<file path="src/rtl/multdiv_sequencer_if.sv">
// multdiv_sequencer_if: bundles the issue, multdiv-unit and writeback signals of the
// multiply/divide sequencer.
//   slave  : sequencer view (consumes issue_* and md_result*, drives ctrl/stall/wb).
//   master : environment view (execute stage + multdiv unit + writeback).
// Ports: none; the DATA_WIDTH parameter sizes the operand and result buses.
interface multdiv_sequencer_if #(
    parameter int unsigned DATA_WIDTH = 32
);
    // Issue side (decode/execute)
    logic                  issue_valid;
    logic                  issue_is_mul;
    logic                  issue_is_div;
    logic [DATA_WIDTH-1:0] issue_a;
    logic [DATA_WIDTH-1:0] issue_b;
    logic [4:0]            issue_rd;
    // Multdiv unit
    logic                  md_result_rdy;
    logic                  md_exception;
    logic [DATA_WIDTH-1:0] md_result;
    logic                  ctrl_mult;
    logic                  ctrl_div;
    logic [DATA_WIDTH-1:0] md_a;
    logic [DATA_WIDTH-1:0] md_b;
    // Pipeline control and writeback
    logic                  stall;
    logic                  busy;
    logic                  wb_valid;
    logic [4:0]            wb_rd;
    logic [DATA_WIDTH-1:0] wb_data;
    logic                  wb_exception;

    modport slave (
        input  issue_valid, issue_is_mul, issue_is_div, issue_a, issue_b, issue_rd,
        input  md_result_rdy, md_exception, md_result,
        output ctrl_mult, ctrl_div, md_a, md_b,
        output stall, busy, wb_valid, wb_rd, wb_data, wb_exception
    );

    modport master (
        output issue_valid, issue_is_mul, issue_is_div, issue_a, issue_b, issue_rd,
        output md_result_rdy, md_exception, md_result,
        input  ctrl_mult, ctrl_div, md_a, md_b,
        input  stall, busy, wb_valid, wb_rd, wb_data, wb_exception
    );
endinterface

</file>
<file path="src/rtl/multdiv_sequencer.sv">
// multdiv_sequencer: drives the multi-cycle multiplier/divider for R-type MUL/DIV ops.
// Latches operands and destination, pulses the unit's start control for one cycle,
// stalls the pipeline until the result is ready, then presents a single writeback beat.
// Exceptions from the unit are redirected to the rstatus register with an op-specific code.
// Ports:
//   clock : rising-edge clock
//   reset : synchronous, active-high
//   bus   : multdiv_sequencer_if.slave (issue inputs, multdiv handshake, stall/busy, writeback)
// Optional feature: define MULTDIV_TIMEOUT_EN to force an exception writeback when the
// unit has not answered after TIMEOUT_CYCLES cycles of waiting.
module multdiv_sequencer #(
    parameter int unsigned DATA_WIDTH     = 32,
`ifdef MULTDIV_TIMEOUT_EN
    parameter int unsigned CNT_WIDTH      = 7,
    parameter int unsigned TIMEOUT_CYCLES = 64,
`endif
    parameter int unsigned RSTATUS_REG    = 30,
    parameter int unsigned MUL_EXC_CODE   = 4,
    parameter int unsigned DIV_EXC_CODE   = 5
) (
    input logic                 clock,
    input logic                 reset,
    multdiv_sequencer_if.slave  bus
);

    typedef enum logic [1:0] {
        StIdle,
        StStart,
        StWait,
        StDone
    } state_e;

    state_e                state_q, state_d;
    logic                  op_mul_q, op_mul_d;  // 1: multiply, 0: divide
    logic [DATA_WIDTH-1:0] a_q, a_d;
    logic [DATA_WIDTH-1:0] b_q, b_d;
    logic [4:0]            rd_q, rd_d;
    logic [DATA_WIDTH-1:0] res_q, res_d;
    logic                  exc_q, exc_d;
`ifdef MULTDIV_TIMEOUT_EN
    logic [CNT_WIDTH-1:0]  cnt_q, cnt_d;
`endif

    logic accept;

    // Exactly one op flag must be set; ambiguous or empty decodes are left alone.
    assign accept = (state_q == StIdle) & bus.issue_valid & (bus.issue_is_mul ^ bus.issue_is_div);

    always_comb begin
        state_d  = state_q;
        op_mul_d = op_mul_q;
        a_d      = a_q;
        b_d      = b_q;
        rd_d     = rd_q;
        res_d    = res_q;
        exc_d    = exc_q;
`ifdef MULTDIV_TIMEOUT_EN
        cnt_d    = cnt_q;
`endif
        unique case (state_q)
            StIdle: begin
                if (accept) begin
                    op_mul_d = bus.issue_is_mul;
                    a_d      = bus.issue_a;
                    b_d      = bus.issue_b;
                    rd_d     = bus.issue_rd;
                    state_d  = StStart;
                end
            end
            StStart: begin
`ifdef MULTDIV_TIMEOUT_EN
                cnt_d   = '0;
`endif
                state_d = StWait;
            end
            StWait: begin
`ifdef MULTDIV_TIMEOUT_EN
                if (cnt_q != '1) begin
                    cnt_d = cnt_q + 1'b1;
                end
`endif
                // A ready result takes priority over a coincident timeout.
                if (bus.md_result_rdy) begin
                    res_d   = bus.md_result;
                    exc_d   = bus.md_exception;
                    state_d = StDone;
                end
`ifdef MULTDIV_TIMEOUT_EN
                else if (cnt_q == CNT_WIDTH'(TIMEOUT_CYCLES)) begin
                    exc_d   = 1'b1;
                    state_d = StDone;
                end
`endif
            end
            StDone: begin
                state_d = StIdle;
            end
            default: begin
                state_d = StIdle;
            end
        endcase
    end

    always_ff @(posedge clock) begin
        if (reset) begin
            state_q  <= StIdle;
            op_mul_q <= 1'b0;
            a_q      <= '0;
            b_q      <= '0;
            rd_q     <= '0;
            res_q    <= '0;
            exc_q    <= 1'b0;
`ifdef MULTDIV_TIMEOUT_EN
            cnt_q    <= '0;
`endif
        end else begin
            state_q  <= state_d;
            op_mul_q <= op_mul_d;
            a_q      <= a_d;
            b_q      <= b_d;
            rd_q     <= rd_d;
            res_q    <= res_d;
            exc_q    <= exc_d;
`ifdef MULTDIV_TIMEOUT_EN
            cnt_q    <= cnt_d;
`endif
        end
    end

    assign bus.ctrl_mult = (state_q == StStart) & op_mul_q;
    assign bus.ctrl_div  = (state_q == StStart) & ~op_mul_q;
    assign bus.md_a      = a_q;
    assign bus.md_b      = b_q;

    // Stall starts combinationally in the accept cycle; DONE releases the pipeline.
    assign bus.stall     = accept | (state_q == StStart) | (state_q == StWait);
    assign bus.busy      = (state_q != StIdle);

    assign bus.wb_valid     = (state_q == StDone);
    assign bus.wb_exception = exc_q;
    assign bus.wb_rd        = exc_q ? 5'(RSTATUS_REG) : rd_q;
    assign bus.wb_data      = !exc_q  ? res_q :
                              op_mul_q ? DATA_WIDTH'(MUL_EXC_CODE) : DATA_WIDTH'(DIV_EXC_CODE);

endmodule
</file>
<file path="src/flat_wrapper.sv">
// flat-port wrapper written by rule: the top's interface ports become plain ports
module multdiv_sequencer_flat 
#(
    parameter int unsigned DATA_WIDTH     = 32,

    parameter int unsigned RSTATUS_REG    = 30,
    parameter int unsigned MUL_EXC_CODE   = 4,
    parameter int unsigned DIV_EXC_CODE   = 5
)
  (clock, reset, bus_issue_valid, bus_issue_is_mul, bus_issue_is_div, bus_issue_a, bus_issue_b, bus_issue_rd, bus_md_result_rdy, bus_md_exception, bus_md_result, bus_ctrl_mult, bus_ctrl_div, bus_md_a, bus_md_b, bus_stall, bus_busy, bus_wb_valid, bus_wb_rd, bus_wb_data, bus_wb_exception);
  multdiv_sequencer_if #(.DATA_WIDTH(DATA_WIDTH)) bus_i ();
  input logic clock;
  input logic reset;
  input wire logic [$bits(bus_i.issue_valid)-1:0] bus_issue_valid;
  input wire logic [$bits(bus_i.issue_is_mul)-1:0] bus_issue_is_mul;
  input wire logic [$bits(bus_i.issue_is_div)-1:0] bus_issue_is_div;
  input wire logic [$bits(bus_i.issue_a)-1:0] bus_issue_a;
  input wire logic [$bits(bus_i.issue_b)-1:0] bus_issue_b;
  input wire logic [$bits(bus_i.issue_rd)-1:0] bus_issue_rd;
  input wire logic [$bits(bus_i.md_result_rdy)-1:0] bus_md_result_rdy;
  input wire logic [$bits(bus_i.md_exception)-1:0] bus_md_exception;
  input wire logic [$bits(bus_i.md_result)-1:0] bus_md_result;
  output wire logic [$bits(bus_i.ctrl_mult)-1:0] bus_ctrl_mult;
  output wire logic [$bits(bus_i.ctrl_div)-1:0] bus_ctrl_div;
  output wire logic [$bits(bus_i.md_a)-1:0] bus_md_a;
  output wire logic [$bits(bus_i.md_b)-1:0] bus_md_b;
  output wire logic [$bits(bus_i.stall)-1:0] bus_stall;
  output wire logic [$bits(bus_i.busy)-1:0] bus_busy;
  output wire logic [$bits(bus_i.wb_valid)-1:0] bus_wb_valid;
  output wire logic [$bits(bus_i.wb_rd)-1:0] bus_wb_rd;
  output wire logic [$bits(bus_i.wb_data)-1:0] bus_wb_data;
  output wire logic [$bits(bus_i.wb_exception)-1:0] bus_wb_exception;
  assign bus_i.issue_valid = bus_issue_valid;
  assign bus_i.issue_is_mul = bus_issue_is_mul;
  assign bus_i.issue_is_div = bus_issue_is_div;
  assign bus_i.issue_a = bus_issue_a;
  assign bus_i.issue_b = bus_issue_b;
  assign bus_i.issue_rd = bus_issue_rd;
  assign bus_i.md_result_rdy = bus_md_result_rdy;
  assign bus_i.md_exception = bus_md_exception;
  assign bus_i.md_result = bus_md_result;
  assign bus_ctrl_mult = bus_i.ctrl_mult;
  assign bus_ctrl_div = bus_i.ctrl_div;
  assign bus_md_a = bus_i.md_a;
  assign bus_md_b = bus_i.md_b;
  assign bus_stall = bus_i.stall;
  assign bus_busy = bus_i.busy;
  assign bus_wb_valid = bus_i.wb_valid;
  assign bus_wb_rd = bus_i.wb_rd;
  assign bus_wb_data = bus_i.wb_data;
  assign bus_wb_exception = bus_i.wb_exception;
  multdiv_sequencer #(.DATA_WIDTH(DATA_WIDTH), .RSTATUS_REG(RSTATUS_REG), .MUL_EXC_CODE(MUL_EXC_CODE), .DIV_EXC_CODE(DIV_EXC_CODE)) u_core (.clock(clock), .reset(reset), .bus(bus_i));
endmodule
</file>
<file path="config.mk">
export PLATFORM = sky130hd
export DESIGN_NAME = multdiv_sequencer_flat
export DESIGN_NICKNAME = d
export VERILOG_FILES = /design/src/rtl/multdiv_sequencer_if.sv /design/src/rtl/multdiv_sequencer.sv /design/src/flat_wrapper.sv
export SDC_FILE = /design/constraint.sdc
export NUM_CORES = 1
export LEC_CHECK = 0
export CORE_MARGIN = 10
export CORE_UTILIZATION = 29
export DETAILED_ROUTE_END_ITERATION = 8
export PLACE_DENSITY = 0.65
export SETUP_SLACK_MARGIN = 0.1
export SYNTH_ARGS = -nofsm -noshare
export SYNTH_HDL_FRONTEND = slang
export SYNTH_SLANG_ARGS = --single-unit
</file>
<file path="constraint.sdc">
create_clock -name clock -period 1.8 [get_ports clock]
set_input_delay 0.18 -clock clock [delete_from_list [all_inputs] [get_ports clock]]
set_output_delay 0.18 -clock clock [all_outputs]
set_load 0.02 [all_outputs]
</file>
# After elaboration in Yosys (flattened, before gate mapping)

Index checks and enable logic that the tools add are counted.

Reductions and logical operators: 5
Multiplexer cells: 6
Eq/ne operators: 5
Bitwise logic cells: 8

Operator list:

| operator             | number |
|---|---|
| $mux W32             | 1 |
| $pmux W2 S4          | 1 |
| $reduce_and A2 Y1    | 3 |
| $mux W5              | 1 |
| $and A1 B1 Y1        | 4 |
| $eq A2 B2 Y1 const B | 2 |
| $mux W2              | 2 |
| $eq A2 B1 Y1 const B | 1 |
| $logic_not A2 Y1     | 1 |
| $ne A2 B1 Y1 const B | 1 |
| $ne A2 B2 Y1 const B | 1 |
| $or A1 B1 Y1         | 2 |
| $reduce_bool A2 Y1   | 1 |
| $mux W1              | 1 |
| $not A1 Y1           | 1 |
| $xor A1 B1 Y1        | 1 |

Word-level logic and storage cells: 31
Output and inout bits: 107
Register bits after elaboration: 105

# Logic depth before layout (Yosys ltp)

Depth after elaboration: 5
Gate-level depth with buffers: 8

# Worst setup path after synthesis

No wires, ideal clock.

Kind: flip-flop to output port
Start: register u_core.state_q[0]
End: output port bus_stall
Arrival: 1.479 ns
Stages on the path, launching flop included: 6
Data required time: 1.620 ns
Path slack: 0.141 ns
Path buffers: 1
Cells stage by stage: dfxtp_1 > inv_1 > ha_1 > nand2_1 > clkbuf_1 > o21ai_0

Word-level cells in the longest chain between the ends: 5
Elaborated cells on any way between the ends: 7

RTL lines:

| item                        | RTL line                 | source |
|---|---|---|
| start: declaration          | multdiv_sequencer.sv:33  | `state_e state_q, state_d;` |
| start signal: assignment    | multdiv_sequencer.sv:106 | `state_q <= StIdle;` |
| start signal: assignment    | multdiv_sequencer.sv:117 | `state_q <= state_d;` |
| $logic_not A2 Y1            | multdiv_sequencer.sv:47  | `assign accept = (state_q == StIdle) & bus.issue_valid & (bus.issue_is_mul ^ bus.issue_is_div);` |
| $and A1 B1 Y1 (2 in series) | multdiv_sequencer.sv:47  |  |
| $or A1 B1 Y1                | multdiv_sequencer.sv:136 | `assign bus.stall = accept \| (state_q == StStart) \| (state_q == StWait);` |
| $or A1 B1 Y1 *              | multdiv_sequencer.sv:136 |  |
| end: declaration            | flat_wrapper.sv:27       | `output wire logic [$bits(bus_i.stall)-1:0] bus_stall;` |

Every way passes the cells marked *; elsewhere a longest branch is shown, timed or not.

# Worst setup path in the final report

Start: register u_core.exc_q, in the netlist u_core.bus.wb_exception
End: output port bus_wb_rd[2]

Word-level cells in the longest chain between the ends: 1

RTL lines:

| item                     | RTL line                 | source |
|---|---|---|
| start: declaration       | multdiv_sequencer.sv:39  | `logic exc_q, exc_d;` |
| start signal: assignment | multdiv_sequencer.sv:112 | `exc_q <= 1'b0;` |
| start signal: assignment | multdiv_sequencer.sv:123 | `exc_q <= exc_d;` |
| $mux W5                  | multdiv_sequencer.sv:141 | `assign bus.wb_rd = exc_q ? 5'(RSTATUS_REG) : rd_q;` |
| end: declaration         | flat_wrapper.sv:30       | `output wire logic [$bits(bus_i.wb_rd)-1:0] bus_wb_rd;` |

Every way passes these cells.

==> flow_summary.rst <==
.. list-table::
   :header-rows: 1

   * - Metric
     - Value
   * - Outcome
     - completed
   * - Starting density of the core
     - 29.4%
   * - Detailed-route wire length
     - 15.4 mm
   * - Post-detailed-placement cell area
     - 6630 sq um
   * - Worst hold slack
     - 288 ps
   * - # Max-Cap Violations
     - 0
   * - Post-layout min period
     - 1640 ps
   * - Mapped Area
     - 4240 sq um
   * - Endpoints failing hold
     - 0
   * - Placed Cells incl. Taps
     - 899
   * - Residual overflow from global routing
     - 0
   * - RD Place Congestion
     - 0.776
   * - Leakage dissipation
     - 2.65 nW
   * - Unrepaired setup endpoints after global routing
     - yes
   * - End-of-flow core utilization
     - 48.2%
   * - Count of nets after finishing
     - 841
   * - Deepest clock path buffer count
     - 2
   * - Path type of the worst min-delay path
     - in -> reg
   * - Core area
     - 14400 sq um
   * - Number of global-route vias before repair
     - 4470
   * - Max-slew violation count
     - 0
   * - Largest net degree at the start of global routing
     - 70
   * - Post-synthesis mux area share
     - 0.473%
   * - Adder-cell share of the synthesized area
     - 1.48%
   * - Dominant cell type by area after synthesis
     - sky130_fd_sc_hd__dfxtp_1
   * - Number of remaining DRC errors
     - 0
   * - Sequential-to-total area share from yosys stat
     - 49.6%
   * - Async set or reset register ratio after synthesis
     - 0%
   * - Fin Setup TNS
     - 0 ps
   * - Critical-path maximum fanout
     - 19
   * - Data required, critical path
     - 1620 ps
   * - Clock buffer count from CTS
     - 9
   * - Cell variety after synth
     - 23
   * - Total power divided by cell area
     - 1090 nW/um^2
   * - DIE AREA
     - 19800 sq um
   * - Cts-stage hold buffer count
     - 0
   * - P_int
     - 5.04 mW
   * - Post-synth top flop
     - sky130_fd_sc_hd__dfxtp_1
   * - Yosys warns
     - 0
   * - Pre-CTS setup slack
     - -245 ps
   * - Global Route Usage Sum
     - 14.5%
   * - Finish-stage setup viols
     - 0
   * - Worst setup path category
     - reg -> out
   * - Number of clock sinks
     - 105
   * - Clock tree from TritonCTS
     - done
   * - Clk Latency, worst-skew pair
     - 340 ps
   * - Worst-Margin Slew
     - 506 ps
   * - Critical path's slowest cell
     - sky130_fd_sc_hd__dfxtp_2
   * - H-tree levels
     - 3
   * - Highest Clock Rate
     - 608 MHz
   * - Vias after detailed routing
     - 4455
   * - Per-cell routed wire length
     - 16.8 microns
   * - Number of enable-type register cells in the synthesized netlist
     - 0
   * - Largest family of logic cells by synthesized area
     - simple AND/OR/NAND/NOR gates
   * - First DRT Iteration DRCs
     - 202
   * - Count leader, synth
     - sky130_fd_sc_hd__dfxtp_1
   * - Port Buffer Count
     - 214
   * - Sw Pwr
     - 2.53 mW
   * - Mapped Nets
     - 647
   * - Syn-to-layout area delta
     - 64.1%
   * - Antenna-violating nets left
     - 0
   * - Post-route total power
     - 7.57 mW
   * - Critical path cell sequence
     - buf_12 -> or2_2 -> clkdlybuf4s15_1
   * - Root buffer selected by CTS
     - sky130_fd_sc_hd__clkbuf_16
   * - Total non-filler cell area in the finished layout
     - 6950 sq um
   * - Row count
     - 44
   * - Area share of the largest cell type after synthesis
     - 49.6%
   * - Setup WS post-layout
     - 156 ps
   * - Drt via density
     - 4.86
   * - Count of state elements after synthesis
     - 105
   * - Post-Synth Simple-Gate Area
     - 21.2%
   * - Critical Path Sink Type
     - output pin
   * - Count of placed standard cells in the final layout, fillers left out
     - 916
   * - Final antenna diode count
     - 0
   * - Switching Fraction
     - 33.4%
   * - Ratio of final minimum period to clock period
     - 91.3%
   * - Number of placed I/O pins
     - 215
   * - Die width
     - 141 microns
   * - Share of final-layout standard cells stronger than drive strength 1
     - 7.38%
   * - Maximum vdd drop
     - 0.670 mV
   * - Number of filler cells placed in the layout
     - 1405
   * - Longest individual stage delay on the worst path
     - 360 ps
   * - Clock share of power
     - 27.4%
   * - Worst-case clock skew
     - 6.07 ps
   * - First-pass GRT wire length
     - 23.7 mm
   * - Average cell area after synthesis
     - 7.93 sq um
   * - Clock-pin slew on the worst setup and hold paths
     - 60 ps
   * - Die boundary height
     - 141 microns
   * - Synth top area cells
     - sky130_fd_sc_hd__dfxtp_1 50%, sky130_fd_sc_hd__a21oi_1 12%, sky130_fd_sc_hd__o21ai_0 8.4%
   * - HPWL Detailed
     - 10.8 mm
   * - Xor/xnor cell area share of the yosys netlist
     - 0.591%
   * - Fraction of the mapped netlist area in compound gates
     - 21.1%
   * - Combinational share of power
     - 36.2%
   * - Top cells by instance count after synthesis
     - 105 x sky130_fd_sc_hd__dfxtp_1, 103 x sky130_fd_sc_hd__a21oi_1, 71 x sky130_fd_sc_hd__o21ai_0, 70 x sky130_fd_sc_hd__nand3_1, 69 x sky130_fd_sc_hd__nand2_1
   * - Post-Synthesis Cells
     - 534
   * - Data arrival time at the worst-slack endpoint
     - 1460 ps
   * - Drt first pass iters
     - 4
   * - Fraction of power consumed by sequential logic
     - 36.4%
   * - Slew Limit Headroom
     - 66.3%
   * - Startpoint types
     - flop
   * - Number of antenna violations at the first check in global routing
     - 0
[power groups by stage]
stage	logic, mW	registers, mW	clock network (mW)
CTS	2.68	2.75	2.15
floorplan	1.22	3.01	0
detailed placement	2.76	2.80	0
finish	2.74	2.76	2.07
global route	2.99	2.79	2.24
global placement	2.72	2.79	0
[timing repair]
item,in CTS,in global routing
endpoints found under the hold margin,0,0
setup endpoints to repair,48,77
setup buffers,0,0
gates resized for setup,52,16
cloned,0,2
[cell type report]
| cell class | instances | area (sq um) | share of cell area [%] |
|---|---|---|---|
| clock buffers | 12 | 246 | 3.55 |
| well taps | 184 | 230 | 3.31 |
| flip-flops and latches | 105 | 2100 | 30.3 |
| repair buffers | 235 | 2340 | 33.6 |
| multi-input cells | 372 | 1950 | 28.0 |
| inverters | 5 | 18.8 | 0.270 |
| clock inverters | 3 | 65.1 | 0.936 |
[placed cells by master (no fill, tap or decap), types with 2 or more instances in the layout]
cell,Yosys,layout
sky130_fd_sc_hd__buf_2,8,2
sky130_fd_sc_hd__nand2b_1,2,2
sky130_fd_sc_hd__ha_1,5,5
sky130_fd_sc_hd__clkdlybuf4s15_1,0,2
sky130_fd_sc_hd__dfxtp_2,0,2
sky130_fd_sc_hd__nand2_1,69,68
sky130_fd_sc_hd__a21oi_1,103,103
sky130_fd_sc_hd__dlygate4sd2_1,0,35
sky130_fd_sc_hd__nand3_1,70,70
sky130_fd_sc_hd__o21ai_0,71,71
sky130_fd_sc_hd__clkbuf_16,0,11
sky130_fd_sc_hd__or2_2,5,5
sky130_fd_sc_hd__buf_12,0,5
sky130_fd_sc_hd__inv_1,5,5
sky130_fd_sc_hd__nor2_1,2,2
sky130_fd_sc_hd__clkbuf_1,42,2
sky130_fd_sc_hd__clkbuf_2,0,3
sky130_fd_sc_hd__bufinv_16,0,2
sky130_fd_sc_hd__nor2b_1,33,33
sky130_fd_sc_hd__dfxtp_1,105,103
sky130_fd_sc_hd__and2_1,3,2
sky130_fd_sc_hd__buf_6,0,3
sky130_fd_sc_hd__buf_4,2,12
sky130_fd_sc_hd__clkdlybuf4s50_1,0,170
[logic make-up after synthesis]
group,after synthesis
and+or+nand+nor,186
muxes,2
adders and majority gates,5
xor gates and xnor gates,2
AOI/OAI and AO/OA,177
DFF,105
buffers and inverters,57
[worst max-delay path: cells and delay by family (launching register included)]
family / cells / cell delay [ps]
buffers and inverters: 2 / 460
flip-flops: 1 / 360
AND/OR/NAND/NOR: 1 / 290
[flip-flops by register name, indices dropped and copies added (netlist names)]
| name | cells |
|---|---|
| u_core.rd_q | 5 |
| u_core.bus.md_a | 32 |
| u_core.res_q | 32 |
| u_core.state_q | 2 |
| u_core.op_mul_q | 1 |
| u_core.bus.wb_exception | 1 |
| u_core.bus.md_b | 32 |
[routing by layer]
metal	up-vias	GRT usage (%)	wire length (microns)
met5	-	0	0
met4	0	2.83	105
met2	149	23.7	7270
li1	2199	-	-
met1	2099	15.8	6170
met3	8	9.04	1850
[final timing paths]
check	from	endpoint	slack (ps)	cells past startpoint
hold reg to reg	u_core.res_q[9]	u_core.res_q[9]	450	2
setup reg to reg	u_core.state_q[1]	u_core.bus.md_a[11]	290	6
setup / recovery	u_core.bus.wb_exception	bus_wb_rd[2]	160	3
hold / removal	reset	u_core.res_q[20]	290	2
(Power assumes the default switching activity.)
